--- src/rtl/swc_page_alloc_arbiter.sv ---
// Round-robin arbiter that shares the single-ported page allocator among the
// switch input blocks. Only one alloc/free operation is in flight at a time, and a watchdog guards the allocator handshake.
module swc_page_alloc_arbiter #(
    parameter int g_num_ports       = 7,
    parameter int g_page_addr_width = 10,
    parameter int g_timeout         = 255
) (
    input  logic                                       clk_i,
    input  logic                                       rst_i,
    input  logic [g_num_ports-1:0]                     req_i,
    input  logic [g_num_ports-1:0]                     free_i,
    input  logic [g_num_ports*g_page_addr_width-1:0]   free_pgaddr_i,
    output logic [g_num_ports-1:0]                     ack_o,
    output logic [g_page_addr_width-1:0]               pgaddr_o,
    output logic                                       nomem_o,
    output logic                                       timeout_o,
    output logic                                       alloc_o,
    output logic                                       free_o,
    output logic [g_page_addr_width-1:0]               free_pgaddr_o,
    input  logic                                       done_i,
    input  logic [g_page_addr_width-1:0]               pgaddr_alloc_i,
    input  logic                                       nomem_i
);

    localparam int N   = g_num_ports;
    localparam int W   = g_page_addr_width;
    localparam int PW  = $clog2(N);
    localparam int WDW = $clog2(g_timeout + 1);

    typedef enum logic [1:0] {IDLE, ISSUE, WAIT, ACK} state_t;

    state_t         state_q, state_d;
    logic [PW-1:0]  ptr_q, ptr_d;
    logic [PW-1:0]  grant_q, grant_d;
    logic           freeOp_q, freeOp_d;
    logic [WDW-1:0] wdog_q, wdog_d;

    logic [N-1:0]   ack_q, ack_d;
    logic [W-1:0]   pgaddr_q, pgaddr_d;
    logic           nomem_q, nomem_d;
    logic           timeout_q, timeout_d;
    logic           alloc_q, alloc_d;
    logic           free_q, free_d;
    logic [W-1:0]   freePgaddr_q, freePgaddr_d;

    logic           found;
    logic [PW-1:0]  sel;
    logic           wdogExpired;

    // Round-robin search starting one past the last served port
    always_comb begin
        int idx;
        found = 1'b0;
        sel   = '0;
        idx   = 0;
        for (int i = 0; i < N; i++) begin
            idx = (int'(ptr_q) + 1 + i) % N;
            if (!found && req_i[idx]) begin
                found = 1'b1;
                sel   = PW'(idx);
            end
        end
    end

    assign wdogExpired = (wdog_q == WDW'(g_timeout - 1));

    always_ff @(posedge clk_i) begin
        if (rst_i) begin
            state_q      <= IDLE;
            ptr_q        <= PW'(N - 1);
            grant_q      <= '0;
            freeOp_q     <= 1'b0;
            wdog_q       <= '0;
            ack_q        <= '0;
            pgaddr_q     <= '0;
            nomem_q      <= 1'b0;
            timeout_q    <= 1'b0;
            alloc_q      <= 1'b0;
            free_q       <= 1'b0;
            freePgaddr_q <= '0;
        end else begin
            state_q      <= state_d;
            ptr_q        <= ptr_d;
            grant_q      <= grant_d;
            freeOp_q     <= freeOp_d;
            wdog_q       <= wdog_d;
            ack_q        <= ack_d;
            pgaddr_q     <= pgaddr_d;
            nomem_q      <= nomem_d;
            timeout_q    <= timeout_d;
            alloc_q      <= alloc_d;
            free_q       <= free_d;
            freePgaddr_q <= freePgaddr_d;
        end
    end

    always_comb begin
        state_d  = state_q;
        ptr_d    = ptr_q;
        grant_d  = grant_q;
        freeOp_d = freeOp_q;
        wdog_d   = wdog_q;
        case (state_q)
            IDLE: begin
                if (found) begin
                    grant_d  = sel;
                    freeOp_d = free_i[sel];
                    state_d  = ISSUE;
                end
            end
            ISSUE: begin
                wdog_d  = '0;
                state_d = WAIT;
            end
            WAIT: begin
                if (done_i || wdogExpired) begin
                    state_d = ACK;
                end else if (wdog_q != {WDW{1'b1}}) begin
                    wdog_d = wdog_q + 1'b1;
                end
            end
            ACK: begin
                ptr_d   = grant_q;
                state_d = IDLE;
            end
            default: state_d = IDLE;
        endcase
    end

    // Output registers load the value each output must show in the following state
    always_comb begin
        ack_d        = '0;
        pgaddr_d     = '0;
        nomem_d      = 1'b0;
        timeout_d    = 1'b0;
        alloc_d      = 1'b0;
        free_d       = 1'b0;
        freePgaddr_d = '0;
        case (state_q)
            IDLE: begin
                if (found) begin
                    alloc_d = ~free_i[sel];
                    free_d  = free_i[sel];
                    if (free_i[sel]) begin
                        freePgaddr_d = free_pgaddr_i[int'(sel)*W +: W];
                    end
                end
            end
            WAIT: begin
                if (done_i) begin
                    ack_d[grant_q] = 1'b1;
                    if (!freeOp_q) begin
                        pgaddr_d = pgaddr_alloc_i;
                        nomem_d  = nomem_i;
                    end
                end else if (wdogExpired) begin
                    ack_d[grant_q] = 1'b1;
                    timeout_d      = 1'b1;
                    nomem_d        = 1'b1;
                end
            end
            default: ;
        endcase
    end

    assign ack_o         = ack_q;
    assign pgaddr_o      = pgaddr_q;
    assign nomem_o       = nomem_q;
    assign timeout_o     = timeout_q;
    assign alloc_o       = alloc_q;
    assign free_o        = free_q;
    assign free_pgaddr_o = freePgaddr_q;

endmodule
--- config.mk ---
export PLATFORM = sky130hd
export DESIGN_NAME = swc_page_alloc_arbiter
export DESIGN_NICKNAME = d
export VERILOG_FILES = /design/src/rtl/swc_page_alloc_arbiter.sv
export SDC_FILE = /design/constraint.sdc
export NUM_CORES = 1
export LEC_CHECK = 0
export ABC_AREA = 1
export CAP_MARGIN = 20
export CORE_MARGIN = 4
export CORE_UTILIZATION = 59
export CTS_BUF_LIST = sky130_fd_sc_hd__clkbuf_8
export CTS_CLUSTER_DIAMETER = 30
export CTS_CLUSTER_SIZE = 14
export DETAILED_ROUTE_END_ITERATION = 8
export DONT_BUFFER_PORTS = 1
export PLACE_DENSITY = 0.76
export SLEW_MARGIN = 20
export SYNTH_ARGS = -nofsm -noshare
export SYNTH_HDL_FRONTEND = slang
export SYNTH_SLANG_ARGS = --single-unit
--- constraint.sdc ---
create_clock -name clk_i -period 11.3 [get_ports clk_i]
set_input_delay 2.26 -clock clk_i [delete_from_list [all_inputs] [get_ports clk_i]]
set_output_delay 2.26 -clock clk_i [all_outputs]
set_load 0.1 [all_outputs]
== Word-level counts from Yosys, hierarchy flattened ==
Cells that the tools add are included.
Cells by class
  multiplexer cells: 50
  reductions and logical operators: 24
  order comparisons: 10
  multipliers: 1
  shifts and indexed selects: 1
  div/mod/pow operators: 7
  equality and inequality tests: 9
  bitwise logic cells: 5
  $add $sub $neg: 8
Operator list (count)
  $lt A32 B5 Y1 const B: 7
  $mod A32 B4 Y32 const B: 7
  $shiftx A70 B8 Y10: 1
  $add A32 B3 Y32 const B: 2
  $add A32 B4 Y32 const B: 2
  $add A32 B2 Y32 const B: 1
  $mux W1: 26
  $bmux W1 S3: 8
  $mux W3: 7
  $mux W8: 2
  $pmux W8 S2: 1
  $mux W7: 2
  $add A8 B1 Y8 const B: 1
  $eq A8 B8 Y1 const B: 1
  $lt A3 B4 Y1 const B: 2
  $ne A2 B2 Y1 const B: 4
  $ne A8 B8 Y1 const B: 1
  $pmux W2 S4: 1
  $reduce_or A4 Y1: 2
  $logic_and A1 B1 Y1: 7
  $logic_not A1 Y1: 6
  $mul A3 B3 Y6 const B: 1
  $reduce_or A3 Y1: 2
  $add A4 B3 Y5 const B: 1
  other kinds (13): 20
Word-level totals
  bits of input ports: 98
  register bits: 48

== Depth between registers and ports, before layout ==
Gate-level depths: netlist of run 1.
  word-level depth: 28
  mapped depth: 41
  depth with buffers taken out: 39

== Least setup slack after synthesis of run 1 ==
Ideal clock, no wire load.
  kind: reg2reg
  start point: register ptr_q[0]
  end point: register freePgaddr_q[2], in the netlist free_pgaddr_o[2]
  setup slack: 6075 ps
  stages on the path, launching flop included: 40
  arrival: 5114 ps
  data required time: 11188 ps
  path buffers: 4
  cells stage by stage: dfxtp_1 buf_4 inv_2 clkbuf_1 ha_1 buf_2 clkinv_1 ha_1 nand2_1 nand3_1 nand3_1 nand2_1 inv_1 ha_1 nand3_1 nand3_2 xor2_1 ha_1 (+4 left out) nand2_1 nand2_1 nand2_1 nand2_1 nand2_2 nor2_4 nand4_4 inv_2 nand2_2 o21ai_4 buf_2 nand2_1 nand3_1 nand2_1 nand2_1 nand2_1 inv_1 nor2_2
On the way
  word-level cells in the longest chain between the ends: 28
Ends and longest elaborated chain
  start: declaration: line 33  | logic [PW-1:0] ptr_q, ptr_d;
  start signal: assignment: line 70  | ptr_q <= PW'(N - 1);
  start signal: assignment: line 83  | ptr_q <= ptr_d;
  $add A3 B1 Y4 (*): line 57  | idx = (int'(ptr_q) + 1 + i) % N;
  branches (longest 27 deep; another with $add A32 B2 Y32)
  end signal: assignment: line 93  | freePgaddr_q <= freePgaddr_d;
  end: declaration: line 44  | logic [W-1:0] freePgaddr_q, freePgaddr_d;
Every way passes the cells marked *. The select of a mux whose other input is x is not followed.
A chain may end at the register's enable or synchronous reset.

== Final worst setup path of run 1 ==
  start point: register ptr_q[0]
  end point: register freePgaddr_q[1], in the netlist free_pgaddr_o[1]
The elaborated chain is that of the path after synthesis.

==> results of run 1 <==
per-layer routing:
layer	global-route usage	wire (um)
met1	0.362	6900
met2	0.407	6710
met3	0.0349	886
met4	0.0435	144
met5	0	0
flip-flops by register name, indices dropped and copies added, names as in the netlist, 2 cells and up:
| register | count |
|---|---|
| pgaddr_o | 10 |
| grant_q | 3 |
| state_q | 2 |
| ack_o | 7 |
| wdog_q | 8 |
| free_pgaddr_o | 10 |
| ptr_q | 3 |
tightest hold or removal path, cell delays in order, from the launching register on:
cell	delay [ns]
dfxtp_1	0.31
inv_1	0.07
a21oi_1	0.06
final timing paths:
kind              cells after the start  slack, ns  startpoint               end
setup / recovery                     35       4.70    ptr_q[0]  free_pgaddr_o[1]
hold / removal                        2       0.48   wdog_q[7]         wdog_q[7]
setup reg to reg                     35       4.70    ptr_q[0]  free_pgaddr_o[1]
hold reg to reg                       2       0.48   wdog_q[7]         wdog_q[7]
cells in the final DEF, fill, tap and decap left out, types with 2 or more instances in the layout:
cell and n:
nand2_1 269, nand3_1 174, inv_1 173, nor2_1 52, dfxtp_1 48, ha_1 36
o21ai_0 29, a21oi_1 21, nand2_2 19, nand4_1 16, nor3_1 14, inv_2 13
o21ai_1 13, xor2_1 11, nor2_2 11, nand3_2 10, o211ai_1 5, clkbuf_8 5
nand3b_1 4, nor2_4 3, nand3_4 3, o21ai_2 3, nand4_2 2, clkinv_1 2
a21oi_2 2, or2_2 2, a31oi_1 2, o21a_1 2, nor4_1 2, bufinv_16 2
per-stage QoR:
step	hold WS (ns)	setup WS, ns	area, um^2	util
2_1_floorplan	0.439	6.07	5640	-
3_3_place_gp	0.462	4.83	5680	0.612
3_5_place_dp	0.464	4.72	5680	0.612
4_1_cts	0.478	4.71	5820	0.627
5_1_grt	0.503	3.96	5820	0.627
6_report	0.478	4.70	5820	0.627
final cells by class:
cell class	instances	area share
well taps	129	0.0277
flip-flops and latches	48	0.165
inverters	188	0.121
clock buffers	5	0.0118
clock inverters	3	0.0118
multi-input cells	719	0.661
repair buffers	1	0.00129
logic make-up (layout without fill, tap and decap cells):
logic type / count (synthesis) / in the layout / synth area share
buffers and inverters: 211 / 197 / 0.149
adders and majority gates: 37 / 37 / 0.0834
AOI/OAI and AO/OA: 86 / 86 / 0.0896
DFF: 48 / 48 / 0.170
xor gates and xnor gates: 13 / 13 / 0.0239
and+or+nand+nor: 583 / 583 / 0.484
==> reports/qor.yml, run 1 <==
floorplanning:
  rows: 35
  die_x_um: 106
  design.core.area_um2: 9280
  chipHeight_um: 106
  io_pins: 129
  initial_utilization: 0.608
  floorplan.die_area_um2: 11200
clocking:
  skew_pair_late_insertion_delay_ns: 0.31
  clock_tree.root_cell: "clkbuf_8"
  cts_htree_levels: 2
  tritoncts_clock_tree: "done"
  clkSinkCount: 48
  post-cts-setup-buffer-count: 0
  cts-buffers-inserted: 5
  cts-hold-fix-buffers: 0
  post_cts_resize_count: 0
  path_clk_slew_ns: 0.10
  clock_path_buffers: 2
placed_design:
  place.gp.congestion: 1.03
  buffers_added_on_ports: 0
  detailed_place_hpwl_um: 11700
  count_of_placed_standard_cells_including_taps: 1085
detailed_routing:
  ant_nets: 0
  via_count: 5849
  initialDrtViolationCount: 438
  drt_drc_violations_left: 0
  drt-wirelength-per-cell_um: 13.4
  drt_first_pass_iters: 7
  finalWirelength_um: 14600
  drt_via_density: 5.35
yosys:
  synth_edf_count: 0
  ys_seq_area_frac: 0.170
  ys.warnings.count: 0
  postSynth.asyncResetShare: 0
  post-synth-top-area-fraction: 0.179
  post_synth_inst_count: 978
  synth_most_common_cell: "nand2_1"
  postSynthAreaPerCell_um2: 5.77
  synth.lib_cells_used.distinct: 46
  synth_commonest_cells: "nand2_1, nand3_1, inv_1"
  synth-main-ff-cell: "dfxtp_1"
  largest_area_contributor_in_the_netlist: "nand2_1"
  ys_ff_latch: 48
  synth_nets: 1113
  synth.top_cells.by_area: "nand2_1, dfxtp_1, nand3_1, inv_1, ha_1"
  post_synth_instance_area_um2: 5640
finish:
  antenna-diode-count: 0
  multi_input_comb_area_um2: 3840
  layoutNonFillerInstCount: 1093
  nFillCells: 962
  number_of_nets_in_the_layout: 1098
  ff_latch_area_um2: 961
  area.growth.synth_to_final_pct: 3.08
  layout-drive-gt1-share: 0.0861
grt:
  grt_usage: 0.252
  grt_start_max_net_pins: 46
  overflow: 0
  grt_pass1_wl_um: 23600
  grt_pass1_vias: 5000
  antenna_violations_before_repair: 0
critical_path:
  critical_path.endpoint_type: "register"
  cp_max_fo: 45
  crit_slowest_cell: "ha_1"
  critPathTopFamily: "simple AND/OR/NAND/NOR gates"
  worst_setup_path_start_kind: "register"
  worst-path-buf-inv: 5
  crit_path_frequent_cell: "nand2_1"
  arrival_ns: 6.84
  critPathRequiredTime_ns: 11.54
  worst_path_largest_cell_delay_ns: 0.65
  worst-setup-path-type: "register to register"
sta:
  setup_repair_after_global_routing_missed_its_margin: "false"
  worstMarginPinSlew_ns: 1.01
  worst_clock_skew_ns: 0.00612
  timing.slew.headroom: 0.327
  timing_max_transition_violations_final: 0
  finalSetupViolCount: 0
  setup_tns_ns: 0
  maxClockFrequency_mhz: 152
  final_period_minus_worst_setup_slack_ns: 6.60
  final_min_period_over_clock_period: 0.584
  final-hold-violation-count: 0
job:
  cap_violations: 0
min_path:
  min_path_type: "register to register"
outcome:
  status: "complete, no violations"
Power of run 1 is not shown: default switching activity piles up to over one toggle a cycle in this logic, so the estimate is an artifact.
==> run 2, diff against run 1 <==
--- a/config.mk
+++ b/config.mk
@@ -14,7 +14,7 @@
 export CTS_CLUSTER_SIZE = 14
 export DETAILED_ROUTE_END_ITERATION = 8
 export DONT_BUFFER_PORTS = 1
-export PLACE_DENSITY = 0.76
+export PLACE_DENSITY = 0.79
 export SLEW_MARGIN = 20
 export SYNTH_ARGS = -nofsm -noshare
 export SYNTH_HDL_FRONTEND = slang
==> constraint.sdc (replaced) <==
create_clock -name clk_i -period 5.44 [get_ports clk_i]
set_input_delay 1.088 -clock clk_i [delete_from_list [all_inputs] [get_ports clk_i]]
set_output_delay 1.088 -clock clk_i [all_outputs]
set_load 0.1 [all_outputs]
==> run 2 against run 1 <==
Cell area grew 6.8%; global-route usage grew 0.24 points; hold slack gained 0.0031 ns; wire length grew 4.7%; count of clock-buffer cells in the layout is the same; setup slack lost 4.3 ns; sequential cell count is the same; via count grew 2.2%; register-to-register slack lost 4.3 ns; non-clock buffer count grew 23; critical path type unchanged; critical endpoint is now free_pgaddr_o[4].
==> reports/qor.yml, run 2 (synthesis results as in run 1) <==
detailed_routing:
  drt_drc_violations_left: 0
  finalWirelength_um: 15300
  via_count: 5980
  drt-wirelength-per-cell_um: 13.7
  ant_nets: 0
  drt_first_pass_iters: 7
  initialDrtViolationCount: 510
  drt_via_density: 5.35
floorplanning:
  rows: 35
  floorplan.die_area_um2: 11200
  io_pins: 129
  design.core.area_um2: 9280
  die_x_um: 106
  chipHeight_um: 106
  initial_utilization: 0.608
grt:
  grt_pass1_vias: 5267
  grt_usage: 0.254
  grt_start_max_net_pins: 34
  overflow: 0
  grt_pass1_wl_um: 24200
  antenna_violations_before_repair: 0
sta:
  timing_max_transition_violations_final: 0
  finalSetupViolCount: 0
  final_min_period_over_clock_period: 0.921
  final-hold-violation-count: 0
  worstMarginPinSlew_ns: 1.02
  worst_clock_skew_ns: 0.00533
  timing.slew.headroom: 0.318
  final_period_minus_worst_setup_slack_ns: 5.01
  maxClockFrequency_mhz: 200
critical_path:
  r2r_end: "free_pgaddr_o[4]"
  crit_slowest_cell: "dfxtp_2"
  worst_path_largest_cell_delay_ns: 0.34
  cp_max_fo: 21
  arrival_ns: 5.21
  r2r_cells: 41
  worst-setup-path-type: "register to register"
  critPathRequiredTime_ns: 5.64
  worst_setup_path_start_kind: "register"
  worstReg2RegStart: "ptr_q[0]"
  crit_path_frequent_cell: "nand2_1"
  r2r_slack_ns: 0.43
  critical_path.endpoint_type: "register"
min_path:
  worst_hold_path.endpoint: "wdog_q[7]"
  worstHoldStart: "wdog_q[7]"
  hold_depth: 2
  min_path_type: "register to register"
placed_design:
  placed_area_um2: 5790
  buffers_added_on_ports: 0
  count_of_placed_standard_cells_including_taps: 1100
  detailed_place_hpwl_um: 11800
  place.gp.congestion: 0.917
clocking:
  cts_htree_levels: 2
  clock_path_buffers: 2
  skew_pair_late_insertion_delay_ns: 0.30
  tritoncts_clock_tree: "done"
  clock_tree.root_cell: "clkbuf_8"
  cts-hold-fix-buffers: 0
  path_clk_slew_ns: 0.09
  cts-buffers-inserted: 5
  clkSinkCount: 48
finish:
  layoutNonFillerInstCount: 1117
  final_common_cell: "nand2_1"
  final_cell_mix: "nand2_1, inv_1, nand3_1, nor2_1, dfxtp_1"
  antenna-diode-count: 0
  area.growth.synth_to_final_pct: 10.0
  nFillCells: 888
  utilization: 0.669
  layout-drive-gt1-share: 0.129
  number_of_nets_in_the_layout: 1122
  final_design_area_no_fill_um2: 6210
job:
  cap_violations: 0
outcome:
  status: "complete, no violations"
-- run 2: cell types whose count changed in the layout (fill, tap and decap cells not counted), sizes merged --
cell / delta
buf: +21
clkbuf: +2
nand3: +1
-- run 2: cell type report --
| type | count | area (um^2) | share of cell area |
|---|---|---|---|
| flip-flops and latches | 48 | 962 | 0.155 |
| clock inverters | 3 | 68.8 | 0.0111 |
| well taps | 129 | 161 | 0.0260 |
| clock buffers | 5 | 68.8 | 0.0111 |
| repair buffers | 24 | 270 | 0.0435 |
| inverters | 188 | 706 | 0.114 |
| multi-input cells | 720 | 3970 | 0.640 |
-- run 2: through the flow --
stage	setup TNS [ns]	worst slack [ns]	hold slack (ns)
2_1_floorplan	0	0.215	0.439
5_1_grt	-0.204	-0.0517	0.532
3_3_place_gp	0	0.279	0.463
6_report	0	0.430	0.481
3_5_place_dp	0	0.132	0.466
4_1_cts	0	0.0710	0.481
-- run 2: timing repair --
item | CTS | global route
resized for setup | 0 | 40
buffers inserted | 0 | 6
setup endpoints to repair | 0 | 18
-- run 2: worst max-delay path by stage --
stage | from | endpoint | cells after the start
final | ptr_q[0] | free_pgaddr_o[4] | 41
after global routing | ptr_q[0] | free_pgaddr_o[4] | 41
after CTS | ptr_q[0] | free_pgaddr_o[0] | 39
after detailed placement | ptr_q[0] | free_pgaddr_o[0] | 39
after global placement | ptr_q[1] | free_pgaddr_o[0] | 34
after floorplan | ptr_q[0] | free_pgaddr_o[2] | 39
-- run 2: metal layers --
layer	vias to the layer above	track usage	wire length, um
li1	3125	-	-
met1	2615	0.351	6880
met2	218	0.416	7200
met3	22	0.0502	1020
met4	0	0.0444	237
met5	-	0	0
-- run 2: critical path, delay by kind of cell, from the launching register on --
family	cells	cell delay, ns
AND/OR/NAND/NOR	26	2.31
buffers and inverters	9	1.00
adder cells (fa/ha/maj)	4	0.85
flip-flops	1	0.34
AO/OA/AOI/OAI	1	0.20
XOR/XNOR	1	0.18
Power of run 2 is left out for the same reason.
==> run 3, diff against run 2 <==
--- a/config.mk
+++ b/config.mk
@@ -14,7 +14,9 @@
 export CTS_CLUSTER_SIZE = 14
 export DETAILED_ROUTE_END_ITERATION = 8
 export DONT_BUFFER_PORTS = 1
+export GPL_TIMING_DRIVEN = 0
 export PLACE_DENSITY = 0.79
+export RECOVER_POWER = 25
 export SLEW_MARGIN = 20
 export SYNTH_ARGS = -nofsm -noshare
 export SYNTH_HDL_FRONTEND = slang
==> run 3 against run 2 <==
Wire length up 0.33%; cell area up 2.7%; maximum frequency down 1.4%; register-to-register slack worse by 0.07 ns; sequential cell count unchanged; non-clock buffer count up 18; via count up 2.3%.
==> reports/qor.yml, run 3 (synthesis results as in run 1) <==
outcome:
  status: "complete, no violations"
clocking:
  cts-hold-fix-buffers: 0
  clkSinkCount: 48
  path_clk_slew_ns: 0.09
  skew_pair_late_insertion_delay_ns: 0.30
  tritoncts_clock_tree: "done"
  clock_tree.root_cell: "clkbuf_8"
  cts_htree_levels: 2
  cts-buffers-inserted: 5
  clock_path_buffers: 2
placed_design:
  detailed_place_hpwl_um: 11900
  buffers_added_on_ports: 0
  post-place-ws_ns: -1.22
  place.gp.congestion: 0.942
job:
  cap_violations: 0
finish:
  antenna-diode-count: 0
  layout-drive-gt1-share: 0.151
  nFillCells: 882
  final_common_cell: "nand2_1"
  number_of_nets_in_the_layout: 1139
  final_cell_mix: "nand2_1, inv_1, nand3_1, nor2_1, dfxtp_1"
  area.growth.synth_to_final_pct: 13.0
sta:
  worstMarginPinSlew_ns: 0.986
  worst_clock_skew_ns: 0.00271
  final_period_minus_worst_setup_slack_ns: 5.08
  timing_max_transition_violations_final: 0
  setup_slack_ns: 0.358
  final-hold-violation-count: 0
  finalSetupViolCount: 0
  maxClockFrequency_mhz: 197
  final_min_period_over_clock_period: 0.934
  timing.slew.headroom: 0.342
critical_path:
  worst-setup-path-type: "register to register"
  r2r_cells: 39
  cp_max_fo: 13
  r2r_slack_ns: 0.36
  arrival_ns: 5.33
  critPathRequiredTime_ns: 5.69
  critical_path.endpoint_type: "register"
  worst_path_largest_cell_delay_ns: 0.41
  crit_path_frequent_cell: "nand2_1"
  worst_setup_path_start_kind: "register"
  crit_slowest_cell: "dfxtp_4"
floorplanning:
  chipHeight_um: 106
  floorplan.die_area_um2: 11200
  initial_utilization: 0.608
  design.core.area_um2: 9280
  die_x_um: 106
  rows: 35
  io_pins: 129
grt:
  grt_pass1_vias: 5210
  grt_pass1_wl_um: 24400
  grt_start_max_net_pins: 17
  grt_usage: 0.256
  antenna_violations_before_repair: 0
  overflow: 0
detailed_routing:
  via_count: 6116
  drt_via_density: 5.39
  drt_drc_violations_left: 0
  initialDrtViolationCount: 469
  ant_nets: 0
  finalWirelength_um: 15400
  drt_first_pass_iters: 6
  drt-wirelength-per-cell_um: 13.6
min_path:
  hold_depth: 2
  min_path_type: "register to register"
==> run 3: cell types whose count changed in the layout (fill, tap and decap cells not counted), moves of 3 or more <==
cell,delta
buf_4,+9
buf_2,+4
buf_6,+4
ha_1,-4
ha_4,+3
o21ai_1,+3
==> run 3: path summary, 6_finish.rpt <==
check / from / to
worst max-delay path: ptr_q[0] / free_pgaddr_o[4]
worst min-delay path: wdog_q[7] / wdog_q[7]
worst max register to register: ptr_q[0] / free_pgaddr_o[4]
worst min register to register: wdog_q[7] / wdog_q[7]
==> run 3: critical path, delay by kind of cell (launching register included) <==
family | cells | cell delay, ns
buffers and inverters | 10 | 1.33
and+or+nand+nor | 23 | 2.14
xor gates and xnor gates | 1 | 0.20
DFF | 1 | 0.41
adders and majority gates | 4 | 0.84
AOI/OAI and AO/OA | 1 | 0.09
==> run 3: through the flow <==
| stage | util | setup TNS, ns | hold slack, ns | area [um^2] | std cells |
|---|---|---|---|---|---|
| 2_1_floorplan | - | 0 | 0.439 | 5640 | 978 |
| 6_report | 0.687 | 0 | 0.481 | 6380 | 1134 |
| 3_5_place_dp | 0.625 | -20.04 | 0.467 | 5800 | 1107 |
| 5_1_grt | 0.687 | -0.656 | 0.522 | 6380 | 1134 |
| 4_1_cts | 0.647 | 0 | 0.484 | 6010 | 1119 |
| 3_3_place_gp | 0.625 | -18.53 | 0.465 | 5800 | 1107 |
==> run 3: routing by layer <==
metal  vias to the layer above  part of all wire  GRT usage
met2                       198              0.48      0.421
met3                        14             0.060     0.0367
met1                      2731              0.46      0.365
li1                       3173                 -          -
met5                         -                 0          0
met4                         0            0.0066     0.0361
==> run 3: cell type report <==
type / count / area, um^2 / share of cell area
repair buffers: 20 / 184 / 0.0288
inverters: 188 / 717 / 0.112
well taps: 129 / 161 / 0.0253
flip-flops and latches: 48 / 968 / 0.152
plain buffers: 22 / 184 / 0.0288
clock buffers: 5 / 68.8 / 0.0108
clock inverters: 3 / 47.5 / 0.00746
multi-input cells: 719 / 4050 / 0.634
==> run 3: what timing repair did <==
action                                  4_1_cts  5_1_grt
resized for setup                            18       54
pin swaps                                     0        9
cloned                                        0        1
setup buffers                                 4       15
endpoints found under the setup margin       18       18
Power of run 3 is left out for the same reason.
